==> config.mk <==
export PLATFORM = sky130hd
export DESIGN_NAME = pam4_frame_gen
export DESIGN_NICKNAME = d
export VERILOG_FILES = /design/src/rtl/pam4_frame_pkg.sv /design/src/rtl/prbs7_2sym.sv /design/src/rtl/pam4_frame_gen.sv
export SDC_FILE = /design/constraint.sdc
export NUM_CORES = 1
export LEC_CHECK = 0
export CORE_MARGIN = 2
export CORE_UTILIZATION = 59
export DETAILED_ROUTE_END_ITERATION = 8
export PLACE_DENSITY = 0.84
export SETUP_SLACK_MARGIN = 0.1
export SYNTH_ARGS = -nofsm -noshare
export SYNTH_HDL_FRONTEND = slang
export SYNTH_HIERARCHICAL = 1
export SYNTH_SLANG_ARGS = --single-unit
export TNS_END_PERCENT = 20
==> constraint.sdc <==
create_clock -name clk -period 7.38 [get_ports clk]
set_clock_uncertainty 0.05 [all_clocks]
set_input_delay 2.214 -clock clk [delete_from_list [all_inputs] [get_ports clk]]
set_output_delay 2.214 -clock clk [all_outputs]
set_load 0.1 [all_outputs]
==> src/rtl/pam4_frame_pkg.sv <==
// rtl/pam4_frame_pkg.sv - shared types and constants for the framed PAM-4 symbol source
//
// Purpose: state enum, PRBS seed, preamble symbol values and checksum length.
// Optional feature macro: PAYLOAD_CHECKSUM_EN (adds the CHECK state).
package pam4_frame_pkg;

  typedef enum logic [2:0] {
    ST_IDLE     = 3'd0,
    ST_PREAMBLE = 3'd1,
    ST_PAYLOAD  = 3'd2,
`ifdef PAYLOAD_CHECKSUM_EN
    ST_CHECK    = 3'd3,
`endif
    ST_GAP      = 3'd4
  } state_e;

  localparam logic [6:0] PRBS7_SEED = 7'h7F;
  localparam logic [1:0] SYM_HI     = 2'b11;
  localparam logic [1:0] SYM_LO     = 2'b00;
  localparam int         CHK_SYMS   = 4;

endpackage

==> src/rtl/prbs7_2sym.sv <==
// rtl/prbs7_2sym.sv - PRBS7 (x^7+x^6+1) LFSR producing two bits per advance
//
// Ports:
//   clk     - symbol clock
//   rst     - synchronous active-high reset, reseeds to PRBS7_SEED
//   load    - reseed to PRBS7_SEED (takes priority over advance)
//   advance - shift the LFSR by two bits
//   sym     - the two bits the next advance produces, {first, second}
module prbs7_2sym
  import pam4_frame_pkg::*;
(
  input  logic       clk,
  input  logic       rst,
  input  logic       load,
  input  logic       advance,
  output logic [1:0] sym
);

  logic [6:0] lfsr_q;
  logic [6:0] lfsr_d;
  logic       bit_a;
  logic       bit_b;

  // Two serial steps unrolled: the second new bit is s[6]^s[5] of the
  // once-shifted register, which is s[5]^s[4] of the current one.
  assign bit_a = lfsr_q[6] ^ lfsr_q[5];
  assign bit_b = lfsr_q[5] ^ lfsr_q[4];
  assign sym   = {bit_a, bit_b};

  always_comb begin
    lfsr_d = lfsr_q;
    if (load) begin
      lfsr_d = PRBS7_SEED;
    end else if (advance) begin
      lfsr_d = {lfsr_q[4:0], bit_a, bit_b};
    end
  end

  always_ff @(posedge clk) begin
    if (rst) begin
      lfsr_q <= PRBS7_SEED;
    end else begin
      lfsr_q <= lfsr_d;
    end
  end

endmodule

==> src/rtl/pam4_frame_gen.sv <==
// rtl/pam4_frame_gen.sv - framed PAM-4 symbol source: preamble, PRBS7 payload, idle gap
//
// Ports:
//   clk          - symbol clock (clk_x1)
//   rst          - synchronous active-high reset
//   send_enable  - single-cycle start pulse (ignored while busy)
//   send_stop    - single-cycle stop pulse; the running frame always completes
//   data_out     - registered 2-bit PAM-4 symbol
//   frame_start  - high with the first preamble symbol of each frame
//   busy         - high in every state except IDLE
//   frame_count  - completed frames, wraps modulo 2^CNT_W
// Optional feature macro: PAYLOAD_CHECKSUM_EN appends a 4-symbol mod-256
// sum of the payload symbols between PAYLOAD and GAP.
module pam4_frame_gen
  import pam4_frame_pkg::*;
#(
  parameter int PREAMBLE_LEN = 16,
  parameter int PAYLOAD_LEN  = 64,
  parameter int GAP_LEN      = 8,
  parameter int CNT_W        = 16
) (
  input  logic             clk,
  input  logic             rst,
  input  logic             send_enable,
  input  logic             send_stop,
  output logic [1:0]       data_out,
  output logic             frame_start,
  output logic             busy,
  output logic [CNT_W-1:0] frame_count
);

  localparam int MAX_LEN =
    (PREAMBLE_LEN > PAYLOAD_LEN) ?
      ((PREAMBLE_LEN > GAP_LEN) ? PREAMBLE_LEN : GAP_LEN) :
      ((PAYLOAD_LEN  > GAP_LEN) ? PAYLOAD_LEN  : GAP_LEN);
  localparam int SYM_W = $clog2(MAX_LEN + 1);

  localparam logic [SYM_W-1:0] PRE_LAST = SYM_W'(PREAMBLE_LEN - 1);
  localparam logic [SYM_W-1:0] PAY_LAST = SYM_W'(PAYLOAD_LEN - 1);
  localparam logic [SYM_W-1:0] GAP_LAST = SYM_W'(GAP_LEN - 1);
  localparam logic [SYM_W-1:0] CNT_ONE  = SYM_W'(1);

  state_e           state_q, state_d;
  logic [SYM_W-1:0] sym_cnt_q, sym_cnt_d;
  logic [1:0]       data_q, data_d;
  logic             frame_start_q, frame_start_d;
  logic             busy_q, busy_d;
  logic [CNT_W-1:0] frame_count_q, frame_count_d;
  logic             stop_req_q, stop_req_d;
  logic             prbs_load;
  logic             prbs_advance;
  logic [1:0]       prbs_sym;
`ifdef PAYLOAD_CHECKSUM_EN
  localparam logic [SYM_W-1:0] CHK_LAST = SYM_W'(CHK_SYMS - 1);
  logic [7:0]       sum_q, sum_d;
`endif

  prbs7_2sym u_prbs (
    .clk     (clk),
    .rst     (rst),
    .load    (prbs_load),
    .advance (prbs_advance),
    .sym     (prbs_sym)
  );

  always_comb begin
    state_d       = state_q;
    sym_cnt_d     = sym_cnt_q;
    data_d        = SYM_LO;
    frame_start_d = 1'b0;
    frame_count_d = frame_count_q;
    stop_req_d    = stop_req_q;
    prbs_load     = 1'b0;
    prbs_advance  = 1'b0;
`ifdef PAYLOAD_CHECKSUM_EN
    sum_d         = sum_q;
`endif

    if ((state_q != ST_IDLE) && send_stop) begin
      stop_req_d = 1'b1;
    end

    case (state_q)
      ST_IDLE: begin
        // A simultaneous stop cancels the start.
        if (send_enable && !send_stop) begin
          state_d       = ST_PREAMBLE;
          sym_cnt_d     = PRE_LAST;
          data_d        = SYM_HI;
          frame_start_d = 1'b1;
          prbs_load     = 1'b1;
`ifdef PAYLOAD_CHECKSUM_EN
          sum_d         = 8'd0;
`endif
        end
      end

      ST_PREAMBLE: begin
        if (sym_cnt_q != '0) begin
          sym_cnt_d = sym_cnt_q - CNT_ONE;
          // PREAMBLE_LEN is even, so an odd count means the next symbol
          // sits at an odd index and is the low level.
          data_d    = sym_cnt_q[0] ? SYM_LO : SYM_HI;
        end else begin
          state_d      = ST_PAYLOAD;
          sym_cnt_d    = PAY_LAST;
          data_d       = prbs_sym;
          prbs_advance = 1'b1;
`ifdef PAYLOAD_CHECKSUM_EN
          sum_d        = sum_q + {6'd0, prbs_sym};
`endif
        end
      end

      ST_PAYLOAD: begin
        if (sym_cnt_q != '0) begin
          sym_cnt_d    = sym_cnt_q - CNT_ONE;
          data_d       = prbs_sym;
          prbs_advance = 1'b1;
`ifdef PAYLOAD_CHECKSUM_EN
          sum_d        = sum_q + {6'd0, prbs_sym};
`endif
        end else begin
`ifdef PAYLOAD_CHECKSUM_EN
          state_d   = ST_CHECK;
          sym_cnt_d = CHK_LAST;
          data_d    = sum_q[7:6];
`else
          state_d   = ST_GAP;
          sym_cnt_d = GAP_LAST;
`endif
        end
      end

`ifdef PAYLOAD_CHECKSUM_EN
      ST_CHECK: begin
        if (sym_cnt_q != '0) begin
          sym_cnt_d = sym_cnt_q - CNT_ONE;
          if (sym_cnt_q == SYM_W'(3)) begin
            data_d = sum_q[5:4];
          end else if (sym_cnt_q == SYM_W'(2)) begin
            data_d = sum_q[3:2];
          end else begin
            data_d = sum_q[1:0];
          end
        end else begin
          state_d   = ST_GAP;
          sym_cnt_d = GAP_LAST;
        end
      end
`endif

      ST_GAP: begin
        if (sym_cnt_q != '0) begin
          sym_cnt_d = sym_cnt_q - CNT_ONE;
        end else begin
          frame_count_d = frame_count_q + CNT_W'(1);
          if (stop_req_q || send_stop) begin
            state_d = ST_IDLE;
          end else begin
            state_d       = ST_PREAMBLE;
            sym_cnt_d     = PRE_LAST;
            data_d        = SYM_HI;
            frame_start_d = 1'b1;
            prbs_load     = 1'b1;
`ifdef PAYLOAD_CHECKSUM_EN
            sum_d         = 8'd0;
`endif
          end
        end
      end

      default: begin
        state_d = ST_IDLE;
      end
    endcase

    if (state_d == ST_IDLE) begin
      stop_req_d = 1'b0;
    end
    busy_d = (state_d != ST_IDLE);
  end

  always_ff @(posedge clk) begin
    if (rst) begin
      state_q       <= ST_IDLE;
      sym_cnt_q     <= '0;
      data_q        <= SYM_LO;
      frame_start_q <= 1'b0;
      busy_q        <= 1'b0;
      frame_count_q <= '0;
      stop_req_q    <= 1'b0;
`ifdef PAYLOAD_CHECKSUM_EN
      sum_q         <= 8'd0;
`endif
    end else begin
      state_q       <= state_d;
      sym_cnt_q     <= sym_cnt_d;
      data_q        <= data_d;
      frame_start_q <= frame_start_d;
      busy_q        <= busy_d;
      frame_count_q <= frame_count_d;
      stop_req_q    <= stop_req_d;
`ifdef PAYLOAD_CHECKSUM_EN
      sum_q         <= sum_d;
`endif
    end
  end

  assign data_out    = data_q;
  assign frame_start = frame_start_q;
  assign busy        = busy_q;
  assign frame_count = frame_count_q;

endmodule
==> reports/qor.txt <==
CTS sink count: 38
Avg Inst Size Synth: 8.50 µm²
fin crit period: 4.25 ns
crit path DAT: 1.99 ns
FP Rows: 20
antenna violations before repair: 0
crit-path max cell delay: 1.18 ns
Clk pin slew, worst setup/hold paths: 0.11 ns
vias per std cell: 5.64
PostCTS Resize Cnt: 0
Pwr Density: 225 nW/µm²
leakage: 0.780 nW
status: finished, final reports clean
CTS tree: built
Synthesized Nets: 236
Post-synth ARST share: 0%
Worst Path Max Fanout: 6
grt ovf: 0
maximum vdd drop: 144 µV
Post-Synthesis Cells: 229
Warnings, synthesis: 6
top-count cell post-synth: dfxtp_1
Residual DRC: 0
chip width: 61.4 µm
startpoint type of the worst setup path: flip-flop
ANT cells: 0
Max Cap Viol: 0
CTS max path bufs: 2
Final GP Congestion: 0.866
area growth from synthesis to layout: 16.9%
H-tree depth: 2
IO Pins: 24
Total Wirelength: 3870 µm
Post-synth EDFFs: 0
Post-Place Cell Area: 2160 µm²
fin crit share: 57.6%
critical path cell sequence: clkdlybuf4s50_1
Core ar.: 3100 µm²
RSZ-0062 raised after global routing: false
Primary FF master, synth: dfxtp_1
Relative slew margins: 34.1%
final sum of negative setup slack: 0 ns
top cells by area, synth: dfxtp_1, xnor2_1, nor2_1
max-slew violation count: 0
critical path type: flip-flop to output pin
final hold violations: 0
GR Util All Layers: 22.6%
CTS buffer count: 5
final worst setup slack: 3.13 ns
Clock Latency Late Sink: 0.36 ns
Clock Tree Root: clkbuf_4
most common library cells after synthesis: dfxtp_1, nor2_1, nand2_1
Min-Delay Path Class: flip-flop to flip-flop
via count: 1653
number of global-route vias before repair: 1422
sequential area share after synthesis: 39.1%
dpl hpwl: 2620 µm
largest net degree at the start of global routing: 34
die area: 3780 µm²
Synth top area share: 39.1%
CP required: 5.12 ns
biggest area consumer among synthesized cells: dfxtp_1
number of nets in the layout: 255
layout cells sized above 1: 6.43%
die height: 61.4 µm
Highest Clock Rate: 235 MHz
CP delay by family, top: buffers and inverters
DRT iter0 DRCs: 150
Buffers & Inverters on Critical Path: 1
slowest CP cell: clkdlybuf4s50_1
# setup viols final: 0
filler cell count: 261
mapped cell area: 1950 µm²
Detailed Routing Iterations Pass 1: 4
Yosys cell types: 46
Port-buffer cells: 23
post-route cell area: 2280 µm²
area of the multi-input gates: 1080 µm²
post-place setup slack: 3.50 ns
FF+latch area: 761 µm²
CTS Hold Bufs: 0
crit path capture type: output pin
setup repair bufs after CTS: 0
first-pass GRT wire length: 6310 µm
Antenna Nets Post-Route: 0
number of synthesized register bits: 38
Initial Util: 62.7%
routed len/inst: 13.2 µm
Least-Margin Pin Slew: 0.985 ns
Finished Layout Cells: 293
number of cells after detailed placement: 285
[power by group]
part	leakage, nW	total [W]	switching, W	internal, W
Combinational	0.413	0.000102	0.0000682	0.0000338
Clock	0.0585	0.000185	0.0000699	0.000115
Sequential	0.309	0.000225	0.0000103	0.000215
[registers in the layout, summed over array words and instances (netlist names)]
register,count
sym_cnt_q,7
frame_start,1
stop_req_q,1
data_out,2
frame_count,16
busy,1
state_q,3
u_prbs/lfsr_q,7
[layer usage]
| layer | GRT usage [%] | up-vias | share of wire (%) |
|---|---|---|---|
| li1 | - | 841 | - |
| met1 | 31.1 | 772 | 49 |
| met2 | 34.3 | 33 | 45 |
| met3 | 6.30 | 7 | 4.5 |
| met4 | 7.29 | 0 | 1.5 |
| met5 | 0 | - | 0 |
[per-stage QoR]
stage	total power, W	utilization (%)	hold WS [ns]
4_1_cts	0.000514	73.3	0.452
2_1_floorplan	0.000312	-	0.391
3_3_place_gp	0.000329	69.8	0.409
5_1_grt	0.000533	73.3	0.483
3_5_place_dp	0.000331	69.8	0.422
6_report	0.000511	73.3	0.443
[cell families (layout without fill, tap and decap cells)]
family | Yosys count | in the layout | share of synthesized area, %
simple gates | 103 | 103 | 27.7
fa+ha+maj | 4 | 4 | 2.44
compound gates | 39 | 39 | 13.6
xor+xnor | 18 | 18 | 8.10
flops | 38 | 38 | 39.1
mux | 7 | 7 | 3.66
buf+inv | 20 | 40 | 5.40
[worst paths after layout]
kind	startpoint	endpoint	slack [ns]	cells after the start
setup / recovery	frame_count[7]	frame_count[7]	3.13	1
hold reg to reg	u_prbs/lfsr_q[2]	u_prbs/lfsr_q[2]	0.44	2
hold / removal	u_prbs/lfsr_q[2]	u_prbs/lfsr_q[2]	0.44	2
setup reg to reg	sym_cnt_q[0]	u_prbs/lfsr_q[1]	4.31	8
[cell type report]
class | instances | share of cell area (%)
inverter | 8 | 1.32
multi-input combinational | 171 | 47.5
clock inverter | 2 | 2.64
timing repair buffer | 24 | 10.4
sequential | 38 | 33.4
tap | 44 | 2.42
clock buffer | 6 | 2.25
[placed cells by master, fill, tap and decap left out, types with 4 or more instances in the layout]
cell type / netlist / layout
mux2i_1: 6 / 6
dfxtp_1: 38 / 38
clkbuf_4: 0 / 5
xnor2_1: 15 / 15
a21oi_1: 12 / 12
nand2b_1: 4 / 4
nand3_1: 10 / 10
nor3_1: 12 / 12
inv_1: 8 / 8
nor2_1: 30 / 30
nand2_1: 25 / 25
a31oi_1: 4 / 4
nor4_1: 6 / 6
clkdlybuf4s50_1: 0 / 23
o21ai_0: 6 / 6
No activity file was read; power rests on OpenSTA's default activity.
